[config.mk]
export PLATFORM = sky130hd
export DESIGN_NAME = pack_framer
export DESIGN_NICKNAME = d
export VERILOG_FILES = /design/src/rtl/pack_pkg.sv /design/src/rtl/pack_sym_map.sv /design/src/rtl/pack_framer.sv
export SDC_FILE = /design/constraint.sdc
export NUM_CORES = 1
export LEC_CHECK = 0
export BUFFER_PORTS_ARGS = -buffer_cell sky130_fd_sc_hd__buf_2
export CELL_PAD_IN_SITES_DETAIL_PLACEMENT = 1
export CELL_PAD_IN_SITES_GLOBAL_PLACEMENT = 1
export CORE_ASPECT_RATIO = 2
export CORE_MARGIN = 4
export CORE_UTILIZATION = 50
export CTS_BUF_LIST = sky130_fd_sc_hd__clkbuf_2 sky130_fd_sc_hd__clkbuf_4 sky130_fd_sc_hd__clkbuf_8
export CTS_CLUSTER_DIAMETER = 120
export DETAILED_ROUTE_END_ITERATION = 10
export GPL_ROUTABILITY_DRIVEN = 0
export PLACE_DENSITY = 0.89
export SLEW_MARGIN = 10
export SYNTH_ARGS = -nofsm -noshare
export SYNTH_HDL_FRONTEND = slang
export SYNTH_SLANG_ARGS = --single-unit
[constraint.sdc]
create_clock -name iclk -period 5.6 [get_ports iclk]
set_input_delay 1.12 -clock iclk [delete_from_list [all_inputs] [get_ports iclk]]
set_output_delay 1.12 -clock iclk [all_outputs]
set_load 0.02 [all_outputs]
[src/rtl/pack_pkg.sv]
// ------------------------------------------------------------------------
// pack_pkg : constants and types shared by the PLC TX framer and RX side. rev 1.0
// ------------------------------------------------------------------------
`default_nettype none

package pack_pkg;

  localparam int cPREA_LEN = 128;

  // Bit 0 is transmitted first.
  localparam logic [cPREA_LEN-1:0] cPREAMBLE = 128'h3A94_E1C7_5B02_F86D_9C4B_71E8_A53F_0D26;

  localparam logic [4:0] cSYM_ONE  = 5'b01111;
  localparam logic [4:0] cSYM_ZERO = 5'b10000;

  typedef enum logic [1:0] {
    IDLE = 2'd0,
    PREA = 2'd1,
    PAY  = 2'd2,
    GAP  = 2'd3
  } state_e;

endpackage

`default_nettype wire

[src/rtl/pack_sym_map.sv]
// ------------------------------------------------------------------------
// pack_sym_map : hard bit to 5-bit soft-decision symbol mapper. rev 1.0
// ------------------------------------------------------------------------
`default_nettype none

module pack_sym_map
  import pack_pkg::*;
#(
  parameter logic [4:0] SYM_ONE  = cSYM_ONE,
  parameter logic [4:0] SYM_ZERO = cSYM_ZERO
) (
  input  logic       bit_i,
  output logic [4:0] sym_o
);

  assign sym_o = bit_i ? SYM_ONE : SYM_ZERO;

endmodule

`default_nettype wire

[src/rtl/pack_framer.sv]
// ------------------------------------------------------------------------
// pack_framer : TX framer emitting preamble, PAYLOAD_LEN bits, then a gap. rev 1.0
// ------------------------------------------------------------------------
`default_nettype none

module pack_framer
  import pack_pkg::*;
#(
  parameter int         PREA_LEN    = cPREA_LEN,
  parameter int         PAYLOAD_LEN = 1024,
  parameter int         GAP_LEN     = 16,
  parameter logic [4:0] SYM_ONE     = cSYM_ONE,
  parameter logic [4:0] SYM_ZERO    = cSYM_ZERO
) (
  input  logic       iclk,
  input  logic       irst,
  input  logic       istart,
  input  logic       idat,
  input  logic       ival,
  output logic       ordy,
  input  logic       irdy,
  output logic       oval,
  output logic       osop,
  output logic       oeop,
  output logic [4:0] odat,
  output logic       obusy
);

  localparam int PCW = $clog2(PREA_LEN + 1);
  localparam int DCW = (PAYLOAD_LEN > 1) ? $clog2(PAYLOAD_LEN) : 1;
  localparam int GCW = (GAP_LEN > 1) ? $clog2(GAP_LEN) : 1;

  localparam logic [PCW-1:0] PREA_END = PCW'(PREA_LEN);
  localparam logic [DCW-1:0] PAY_LAST = DCW'(PAYLOAD_LEN - 1);
  localparam logic [GCW-1:0] GAP_LAST = GCW'((GAP_LEN > 0) ? GAP_LEN - 1 : 0);

  state_e         state_q;
  logic [PCW-1:0] pcnt_q;
  logic [DCW-1:0] dcnt_q;
  logic [GCW-1:0] gcnt_q;
  logic           oval_q;
  logic           osop_q;
  logic           oeop_q;
  logic [4:0]     odat_q;

  logic       out_acc;
  logic       in_acc;
  logic       pay_last;
  logic       prea_bit;
  logic       ld_bit;
  logic [4:0] ld_sym;

  assign out_acc  = oval_q & irdy;
  assign pay_last = (dcnt_q == PAY_LAST);

  // Once the last payload bit is loaded (oeop_q set) upstream is throttled.
  assign ordy = (((state_q == PAY) & ~oeop_q) |
                 ((state_q == PREA) & (pcnt_q == PREA_END))) & (~oval_q | irdy);
  assign in_acc = ival & ordy;

  // pcnt is 0 in IDLE, so this also supplies preamble[0] for the first beat.
  assign prea_bit = |(cPREAMBLE & (cPREA_LEN'(1) << pcnt_q));
  assign ld_bit   = in_acc ? idat : prea_bit;

  pack_sym_map #(
    .SYM_ONE  (SYM_ONE),
    .SYM_ZERO (SYM_ZERO)
  ) u_sym_map (
    .bit_i (ld_bit),
    .sym_o (ld_sym)
  );

  always_ff @(posedge iclk or posedge irst) begin
    if (irst) begin
      state_q <= IDLE;
      pcnt_q  <= '0;
      dcnt_q  <= '0;
      gcnt_q  <= '0;
      oval_q  <= 1'b0;
      osop_q  <= 1'b0;
      oeop_q  <= 1'b0;
      odat_q  <= '0;
    end else begin
      if (in_acc) begin
        odat_q <= ld_sym;
        oval_q <= 1'b1;
        oeop_q <= pay_last;
        if (!pay_last) dcnt_q <= dcnt_q + DCW'(1);
      end
      case (state_q)
        IDLE: begin
          if (istart) begin
            odat_q  <= ld_sym;
            oval_q  <= 1'b1;
            osop_q  <= 1'b1;
            pcnt_q  <= PCW'(1);
            state_q <= PREA;
          end else begin
            oval_q <= 1'b0;
          end
        end
        PREA: begin
          if (out_acc) begin
            osop_q <= 1'b0;
            if (pcnt_q < PREA_END) begin
              odat_q <= ld_sym;
              pcnt_q <= pcnt_q + PCW'(1);
            end else begin
              state_q <= PAY;
              if (!in_acc) oval_q <= 1'b0;
            end
          end
        end
        PAY: begin
          if (out_acc && !in_acc) begin
            oval_q <= 1'b0;
            if (oeop_q) begin
              oeop_q  <= 1'b0;
              pcnt_q  <= '0;
              dcnt_q  <= '0;
              gcnt_q  <= '0;
              state_q <= (GAP_LEN == 0) ? IDLE : GAP;
            end
          end
        end
        GAP: begin
          if (gcnt_q == GAP_LAST) state_q <= IDLE;
          else                    gcnt_q  <= gcnt_q + GCW'(1);
        end
        default: state_q <= IDLE;
      endcase
    end
  end

  assign oval  = oval_q;
  assign osop  = osop_q;
  assign oeop  = oeop_q;
  assign odat  = odat_q;
  assign obusy = (state_q != IDLE);

endmodule

`default_nettype wire

==> results.py, run 1 <==
metrics = {
    "min_path": {
        "min_path_type": "reg2reg",
        "hold_start": "gcnt_q[3]$_DFFE_PP0P_",
        "min_to": "gcnt_q[3]$_DFFE_PP0P_",
        "worstHoldPathCells": 2,
    },
    "logic_synthesis": {
        "synthCells": 262,
        "yosys-top-cells-count": "dfrtp_1 (32), nor2_1 (25), a21oi_1 (22), nand2_1 (19)",
        "yosysUniqueCellTypes": 57,
        "synthArstFlopShare_pct": 100,
        "synth_top_area_share_pct": 35.1,
        "ys.flop_type": "dfrtp_1",
        "yosys_warnings": 0,
        "syn_avg_cell_area_um2": 8.72,
        "synth_top_area_cell": "dfrtp_1",
        "synth_edf_count": 0,
        "syn_area_um2": 2280,
        "synth_area_leaders": "dfrtp_1 (35%), ha_1 (6.6%), a21oi_1 (4.8%), nor2_1 (4.1%), o21ai_0 (3.9%)",
        "synthesis.nets": 280,
        "post-synth-top-count-cell": "dfrtp_1",
        "ys_seq_elements": 32,
        "yosysSeqAreaShare_pct": 35.1,
    },
    "critical_path": {
        "critPathArrivalTime_ns": 2.18,
        "cp.required_ns": 4.48,
        "cp-start-kind": "flop",
        "critPathCaptureType": "output port",
        "crit_type": "reg2out",
        "r2r_slack_ns": 2.64,
        "worstPathCellList": "inv_1 > ha_1 > nor4b_4 > a32o_2 > and2_1 > buf_2",
        "worstPathMaxFanout": 11,
        "worstRegToRegCells": 8,
        "reg2reg_to": "pcnt_q[7]$_DFFE_PP0P_",
        "critical-path-max-stage-delay_ns": 0.43,
        "critPathSlowestCell": "dfrtp_1",
        "worst_r2r_startpoint": "pcnt_q[1]$_DFFE_PP0P_",
    },
    "place": {
        "dp_hpwl_um": 4690,
        "dp_cells": 319,
        "io_buffers": 15,
        "dp_slack_ns": 2.61,
    },
    "cells_and_area": {
        "drive_gt1_share_pct": 13.2,
        "finalNonFillerCells": 326,
        "num-nets-final": 290,
        "fillers": 533,
        "antenna_cells": 0,
        "area_delta_synth_final_pct": 6.63,
    },
    "clock_tree": {
        "cts_tree": "done",
        "cts_sinks": 32,
        "cts_max_level": 2,
        "cts-resized-gates": 0,
        "clk_pin_slew_ns": 0.07,
        "cts_buffers": 5,
        "clk_latency_ns": 0.29,
        "root_buffer": "clkbuf_8",
        "post-cts-setup-buffers": 0,
        "cts_hold_buf": 0,
        "cts_buffer_depth": 2,
    },
    "drt": {
        "wire_per_inst_um": 19.9,
        "drt-initial-drc-count": 48,
        "vias": 2072,
        "drc": 0,
        "wirelength_um": 6480,
        "ant_nets": 0,
        "viasPerCell": 6.36,
        "first_pass_iters": 4,
    },
    "timing": {
        "fmax_mhz": 303,
        "worst_slack_ns": 2.30,
        "setup-violations-final": 0,
        "maxSlewViolCount": 0,
        "clock_skew_ns": 0.00910,
        "hold_violations": 0,
        "slew_headroom_pct": 44.6,
        "setup_tns_ns": 0,
        "post-route-period-util_pct": 59.0,
        "timing.hold.ws_ns": 0.549,
        "period_minus_slack_ns": 3.30,
        "rsz0062_at_grt": "no",
        "tightest_slew_ns": 0.827,
    },
    "global_route": {
        "grt_max_degree": 33,
        "grt_use_total_pct": 24.0,
        "grt_pass1_wl_um": 11000,
        "grt-ovfl-total": 0,
        "grt_pass1_vias": 2272,
        "antenna_found_initial": 0,
    },
    "floorplan": {
        "die_y_um": 104,
        "io_pins": 16,
        "start_util_pct": 52.1,
        "die_area_um2": 5780,
        "rows": 34,
        "core_um2": 4380,
        "die_width_um": 55.8,
    },
    "run": {
        "max-cap-violations": 0,
    },
    "run_status": {
        "outcome": "completed",
    },
    "pwr": {
        "leakage_nw": 1.06,
        "p_total_w": 0.000433,
        "irDropWorstVdd_uv": 179,
        "powerDensity_nw_per_um2": 178,
    },
}
-- report_power, final --
| part | switching [W] | leakage, nW | internal, W |
|---|---|---|---|
| combinational | 0.00000654 | 0.581 | 0.00000199 |
| clock | 0.0000839 | 0.0503 | 0.000109 |
| sequential | 0 | 0.426 | 0.000231 |
| total | 0.0000904 | 1.06 | 0.000342 |
-- logic make-up after synthesis --
logic type      Yosys count  synth area share, %
simple gates             94                 21.9
compound gates           79                 23.7
buf+inv                  32                 7.40
flops                    32                 35.1
fa+ha+maj                12                 6.58
xor+xnor                  8                 3.07
mux                       5                 2.25
-- layer usage --
| metal | up-vias | wire [µm] | track usage [%] |
|---|---|---|---|
| met4 | 0 | 319 | 15.7 |
| met5 | - | 0 | 0 |
| met1 | 1037 | 2330 | 22.7 |
| met2 | 41 | 3700 | 46.1 |
| li1 | 970 | - | - |
| met3 | 24 | 132 | 2.86 |
-- how the worst max path moves through the flow --
stage | start | endpoint | slack [ns] | cells past startpoint
floorplan | irdy | ordy | 2.87 | 2
global placement | irdy | ordy | 2.61 | 4
detailed placement | irdy | ordy | 2.61 | 4
CTS | pcnt_q[1]$_DFFE_PP0P_ | ordy | 2.30 | 6
global route | pcnt_q[0]$_DFFE_PP0P_ | ordy | 2.15 | 6
finish | pcnt_q[1]$_DFFE_PP0P_ | ordy | 2.30 | 6
-- critical path: cells and delay by family, from the launching register on --
kind / cells / cell delay (ns)
AND/OR/NAND/NOR: 2 / 0.45
flip-flops: 1 / 0.43
adder cells (fa/ha/maj): 1 / 0.42
buffers and inverters: 2 / 0.30
AO/OA/AOI/OAI: 1 / 0.29
-- area by class of cell --
type / instances / area (µm²) / share of cell area, %
inverter: 19 / 73.8 / 3.03
clock buffer: 7 / 96.3 / 3.96
sequential: 32 / 801 / 32.9
tap: 54 / 67.6 / 2.77
timing repair buffer: 16 / 82.6 / 3.39
multi-input combinational: 198 / 1310 / 54.0
-- cell usage in the layout (no fill, tap or decap), types with 2 or more instances in the layout --
master / netlist / layout
a21oi_1: 22 / 22
a31oi_1: 3 / 3
and2_1: 3 / 3
and3_1: 4 / 4
buf_2: 3 / 15
clkbuf_8: 0 / 7
dfrtp_1: 32 / 32
ha_1: 12 / 12
inv_1: 18 / 18
mux2i_1: 4 / 4
nand2_1: 19 / 19
nand2b_1: 3 / 3
nand3_1: 7 / 7
nand4_1: 5 / 5
nor2_1: 25 / 25
nor3_1: 14 / 14
o2111ai_1: 2 / 2
o211ai_1: 3 / 3
o21ai_0: 18 / 18
o21bai_1: 5 / 5
o221ai_1: 2 / 2
o22ai_1: 5 / 5
o311ai_1: 2 / 2
o31ai_1: 2 / 2
or2b_1: 3 / 3
or3_1: 2 / 2
xnor2_1: 5 / 5
xor2_1: 3 / 3
-- through the flow --
stage               utilization, %  cell area (µm²)
floorplan                        -             2280
global placement              53.4             2340
detailed placement            53.4             2340
CTS                           55.6             2430
global route                  55.6             2430
finish                        55.6             2430
-- flip-flops by register name (all words and copies together) (netlist names) --
name and cells:
dcnt_q 10, gcnt_q 4, odat 5, oeop 1, osop 1, oval 1
pcnt_q 8, state_q 2
No activity file was read; power rests on OpenSTA's default activity.
==> run 2, diff against run 1 <==
- CORE_UTILIZATION: 50 -> 48
- PLACE_DENSITY: 0.89 -> 0.86
- clock period: 5.6 -> 3.2 ns (I/O delays scaled with it)
==> run 2 against run 1 <==
Effect of this change: clock power up 77%; global-route usage down 0.66 points; total power is 76% higher; flip-flop and latch count unchanged; design area rose by 0.72%; largest cell class unchanged; highest routed layer unchanged.
==> results.py, run 2 (synthesized netlist as in run 1, its figures left out) <==
metrics = {
    "clock_tree": {
        "cts_max_level": 2,
        "cts_tree": "done",
        "clk_pin_slew_ns": 0.07,
        "cts_sinks": 32,
        "root_buffer": "clkbuf_8",
        "cts-resized-gates": 0,
        "cts_buffers": 5,
        "cts_hold_buf": 0,
        "clk_latency_ns": 0.28,
        "post-cts-setup-buffers": 0,
        "cts_buffer_depth": 2,
    },
    "drt": {
        "first_pass_iters": 4,
        "drt-initial-drc-count": 35,
        "drc": 0,
        "vias": 2130,
        "met3_length_um": 174,
        "wl_met2_um": 3590,
        "wirelength_um": 6460,
        "wl_met1_um": 2280,
        "viasPerCell": 6.45,
        "routed.top_layer": "met4",
        "ant_nets": 0,
        "wire_per_inst_um": 19.6,
    },
    "cells_and_area": {
        "fillers": 577,
        "finalNonFillerCells": 330,
        "num-nets-final": 292,
        "largest_reg_flops": 10,
        "antenna_cells": 0,
        "area_delta_synth_final_pct": 7.40,
        "regMostFlops": "dcnt_q",
        "drive_gt1_share_pct": 14.2,
        "layout_common_cells": "dfrtp_1 (32), nor2_1 (25), a21oi_1 (22), nand2_1 (19)",
        "utilization_pct": 53.3,
        "final_common_cell": "dfrtp_1",
    },
    "floorplan": {
        "die_y_um": 106,
        "io_pins": 16,
        "core_um2": 4600,
        "start_util_pct": 49.7,
        "rows": 35,
        "die_width_um": 56.8,
        "die_area_um2": 5990,
    },
    "pwr": {
        "irDropWorstVdd_uv": 288,
        "powerDensity_nw_per_um2": 310,
        "p_total_w": 0.000760,
        "leakage_nw": 1.07,
    },
    "timing": {
        "fmax_mhz": 359,
        "slew_headroom_pct": 61.4,
        "timing.hold.ws_ns": 0.467,
        "setup_tns_ns": 0,
        "post-route-period-util_pct": 87.2,
        "clock_skew_ns": 0.00685,
        "maxSlewViolCount": 0,
        "tightest_slew_ns": 0.579,
        "setup-violations-final": 0,
        "period_minus_slack_ns": 2.79,
        "hold_violations": 0,
        "rsz0062_at_grt": "no",
    },
    "run": {
        "max-cap-violations": 0,
    },
    "global_route": {
        "grt-ovfl-total": 0,
        "grt_max_degree": 33,
        "grt_use_total_pct": 23.4,
        "grt_pass1_wl_um": 11000,
        "grt_pass1_vias": 2333,
        "antenna_found_initial": 0,
    },
    "min_path": {
        "min_path_type": "in2async",
    },
    "place": {
        "dp_hpwl_um": 4900,
        "io_buffers": 15,
        "dp_cells": 322,
    },
    "critical_path": {
        "crit_type": "reg2out",
        "critPathCaptureType": "output port",
        "cp-start-kind": "flop",
        "cp.required_ns": 2.56,
        "worstPathMaxFanout": 11,
        "critPathArrivalTime_ns": 2.15,
    },
    "run_status": {
        "outcome": "completed",
    },
}
-- run 2: critical path, cell delays in order (launching register included) --
cell	delay, ns
dfrtp_1	0.45
inv_1	0.12
ha_1	0.42
nor4b_4	0.31
a32o_2	0.28
and2_1	0.13
buf_2	0.16
-- run 2: layout make-up --
| type | count | area [µm²] | share of cell area, % |
|---|---|---|---|
| inverters | 19 | 73.8 | 3.01 |
| repair buffers | 18 | 97.6 | 3.98 |
| flip-flops and latches | 32 | 801 | 32.7 |
| multi-input cells | 198 | 1310 | 53.6 |
| well taps | 55 | 68.8 | 2.81 |
| clock buffers | 8 | 97.6 | 3.98 |
-- run 2: power by group --
group	switching (W)	internal, W	total, W
registers	0	0.000404	0.000404
clock network	0.000149	0.000192	0.000341
logic	0.0000116	0.00000347	0.0000151
total	0.000160	0.000600	0.000760
-- run 2: metrics by stage --
stage               setup WS [ns]  instance area [µm²]
floorplan                   0.972                 2280
global placement            0.760                 2350
detailed placement          0.687                 2350
CTS                         0.394                 2450
global route                0.275                 2450
finish                      0.411                 2450
-- run 2: per-layer routing --
layer  vias to the layer above  track usage, %
li1                        979               -
met1                      1062            22.8
met2                        57            42.5
met3                        32            3.68
met4                         0            17.1
met5                         -               0
-- run 2: path summary, 6_finish.rpt --
kind	start	end	slack, ns	cells after the start
worst max-delay path	pcnt_q[0]$_DFFE_PP0P_	ordy	0.41	6
worst min-delay path	irst	dcnt_q[4]$_DFF_PP0_	0.47	3
worst max register to register	pcnt_q[0]$_DFFE_PP0P_	odat[4]$_DFF_PP0_	0.61	8
worst min register to register	gcnt_q[0]$_DFFE_PP0P_	gcnt_q[0]$_DFFE_PP0P_	0.54	1
max in group asynchronous	irst	gcnt_q[3]$_DFFE_PP0P_	2.43	3
min in group iclk	gcnt_q[0]$_DFFE_PP0P_	gcnt_q[0]$_DFFE_PP0P_	0.54	1
==> run 3, diff against run 2 <==
- clock period: 3.2 -> 2.9 ns (I/O delays scaled with it)
==> run 3 against run 2 <==
Effect of this change: total power is 3.2% higher; design area about the same; worst setup slack got worse by 0.28 ns; clock power down 5%; non-clock buffer count up 2; global-route usage about the same; clock skew rose by 0.0033 ns; critical endpoint unchanged; largest cell class unchanged.
==> results.py, run 3 (synthesized netlist as in run 1, its figures left out) <==
metrics = {
    "pwr": {
        "pwr-share-seq_pct": 56.8,
        "p_int_w": 0.000612,
        "leakage_nw": 1.07,
        "power_switching_share_pct": 22.0,
        "powerDensity_nw_per_um2": 320,
        "irDropWorstVdd_uv": 419,
        "switchingPower_w": 0.000173,
        "clock_power_share_pct": 41.1,
        "p_comb_share_pct": 2.1,
    },
    "drt": {
        "viasPerCell": 6.31,
        "drt-initial-drc-count": 53,
        "wire_per_inst_um": 19.4,
        "first_pass_iters": 4,
        "drc": 0,
        "wirelength_um": 6420,
        "vias": 2090,
        "ant_nets": 0,
    },
    "clock_tree": {
        "cts_tree": "done",
        "clk_pin_slew_ns": 0.07,
        "cts_sinks": 32,
        "cts_buffer_depth": 2,
        "clk_latency_ns": 0.28,
        "root_buffer": "clkbuf_8",
        "cts_buffers": 5,
        "cts_max_level": 2,
        "cts_hold_buf": 0,
        "cts-resized-gates": 0,
        "post-cts-setup-buffers": 0,
    },
    "global_route": {
        "grt_max_degree": 33,
        "grt_pass1_vias": 2369,
        "grt_pass1_wl_um": 11100,
        "grt-ovfl-total": 0,
        "grt_use_total_pct": 23.4,
        "antenna_found_initial": 0,
    },
    "critical_path": {
        "critPathArrivalTime_ns": 2.19,
        "critPathCaptureType": "output port",
        "cp.required_ns": 2.32,
        "worstPathCellList": "inv_1 > ha_1 > nor4b_4 > a32o_2 > and2_1 > buf_2",
        "critPathSlowestCell": "dfrtp_1",
        "cp-start-kind": "flop",
        "cpLargestDelayFamily": "simple AND/OR/NAND/NOR gates",
        "crit_type": "reg2out",
        "critical-path-max-stage-delay_ns": 0.45,
        "worstPathMaxFanout": 11,
        "path_buf_inv": 2,
    },
    "floorplan": {
        "die_area_um2": 5990,
        "die_width_um": 56.8,
        "start_util_pct": 49.7,
        "rows": 35,
        "core_um2": 4600,
        "io_pins": 16,
        "die_y_um": 106,
    },
    "timing": {
        "slew_headroom_pct": 59.3,
        "hold_violations": 0,
        "clock_skew_ns": 0.0101,
        "post-route-period-util_pct": 95.4,
        "rsz0062_at_grt": "no",
        "period_minus_slack_ns": 2.77,
        "setup-violations-final": 0,
        "setup_tns_ns": 0,
        "maxSlewViolCount": 0,
        "worst_slack_ns": 0.132,
        "fmax_mhz": 361,
        "timing.hold.ws_ns": 0.401,
        "tightest_slew_ns": 0.604,
    },
    "cells_and_area": {
        "area_delta_synth_final_pct": 7.34,
        "layout_common_cells": "dfrtp_1 (32), nor2_1 (25), a21oi_1 (22), nand2_1 (19)",
        "regMostFlops": "dcnt_q",
        "design_area_um2": 2450,
        "final_common_cell": "dfrtp_1",
        "largest_reg_flops": 10,
        "drive_gt1_share_pct": 14.5,
        "antenna_cells": 0,
        "fillers": 574,
        "num-nets-final": 294,
    },
    "place": {
        "place_area_um2": 2370,
        "dp_hpwl_um": 5050,
        "io_buffers": 15,
        "dp_slack_ns": 0.355,
    },
    "min_path": {
        "min_path_type": "in2async",
    },
    "run": {
        "max-cap-violations": 0,
    },
    "run_status": {
        "outcome": "completed",
    },
}
==> run 3: cell count changes in the layout (fill, tap and decap cells not counted), sizes merged <==
cell / before / now
buf: 18 / 20
clkbuf: 8 / 5
clkinv: 0 / 1
clkinvlp: 0 / 1
==> run 3: worst paths after layout <==
check	startpoint	endpoint	slack, ns	depth (start not counted)
hold / removal	irst	dcnt_q[8]$_DFF_PP0_	0.40	3
max in group asynchronous	irst	pcnt_q[1]$_DFFE_PP0P_	2.20	3
min in group iclk	dcnt_q[6]$_DFF_PP0_	dcnt_q[6]$_DFF_PP0_	0.55	2
setup / recovery	pcnt_q[0]$_DFFE_PP0P_	ordy	0.13	6
setup reg to reg	pcnt_q[0]$_DFFE_PP0P_	pcnt_q[0]$_DFFE_PP0P_	0.25	9
hold reg to reg	dcnt_q[6]$_DFF_PP0_	dcnt_q[6]$_DFF_PP0_	0.55	2
==> run 3: through the flow <==
stage	util, %	cells	total power, W
after detailed placement	51.5	324	0.000471
final	53.3	331	0.000785
after global placement	51.5	324	0.000471
after global routing	53.3	331	0.000813
after CTS	53.3	331	0.000792
after floorplan	-	262	0.000462
==> run 3: worst reg2reg max path, delay by kind of cell (launching register included) <==
kind	cells	cell delay, ns
AO/OA/AOI/OAI	4	0.93
flip-flops	1	0.45
adder cells (fa/ha/maj)	1	0.40
AND/OR/NAND/NOR	2	0.40
buffers and inverters	2	0.35
==> run 3: cell type report <==
cell class | instances | area (µm²) | share of cell area (%)
well taps | 55 | 68.8 | 2.81
inverters | 19 | 73.8 | 3.01
clock buffers | 5 | 68.8 | 2.81
repair buffers | 20 | 113 | 4.59
flip-flops and latches | 32 | 801 | 32.7
multi-input cells | 198 | 1310 | 53.6
clock inverters | 2 | 12.5 | 0.510
==> run 3: metal layers <==
metal | wire (µm) | GRT usage, % | vias up
met2 | 3850 | 47.7 | 37
met5 | 0 | 0 | -
met1 | 2160 | 21.8 | 1056
li1 | - | - | 974
met3 | 118 | 2.45 | 23
met4 | 295 | 10.6 | 0
==> run 3: power groups by stage <==
stage	combinational, W	sequential (W)	clock (W)
floorplan	0.00000702	0.000455	0
global placement	0.0000164	0.000455	0
detailed placement	0.0000168	0.000455	0
CTS	0.0000169	0.000446	0.000329
global route	0.0000185	0.000446	0.000348
finish	0.0000162	0.000446	0.000323
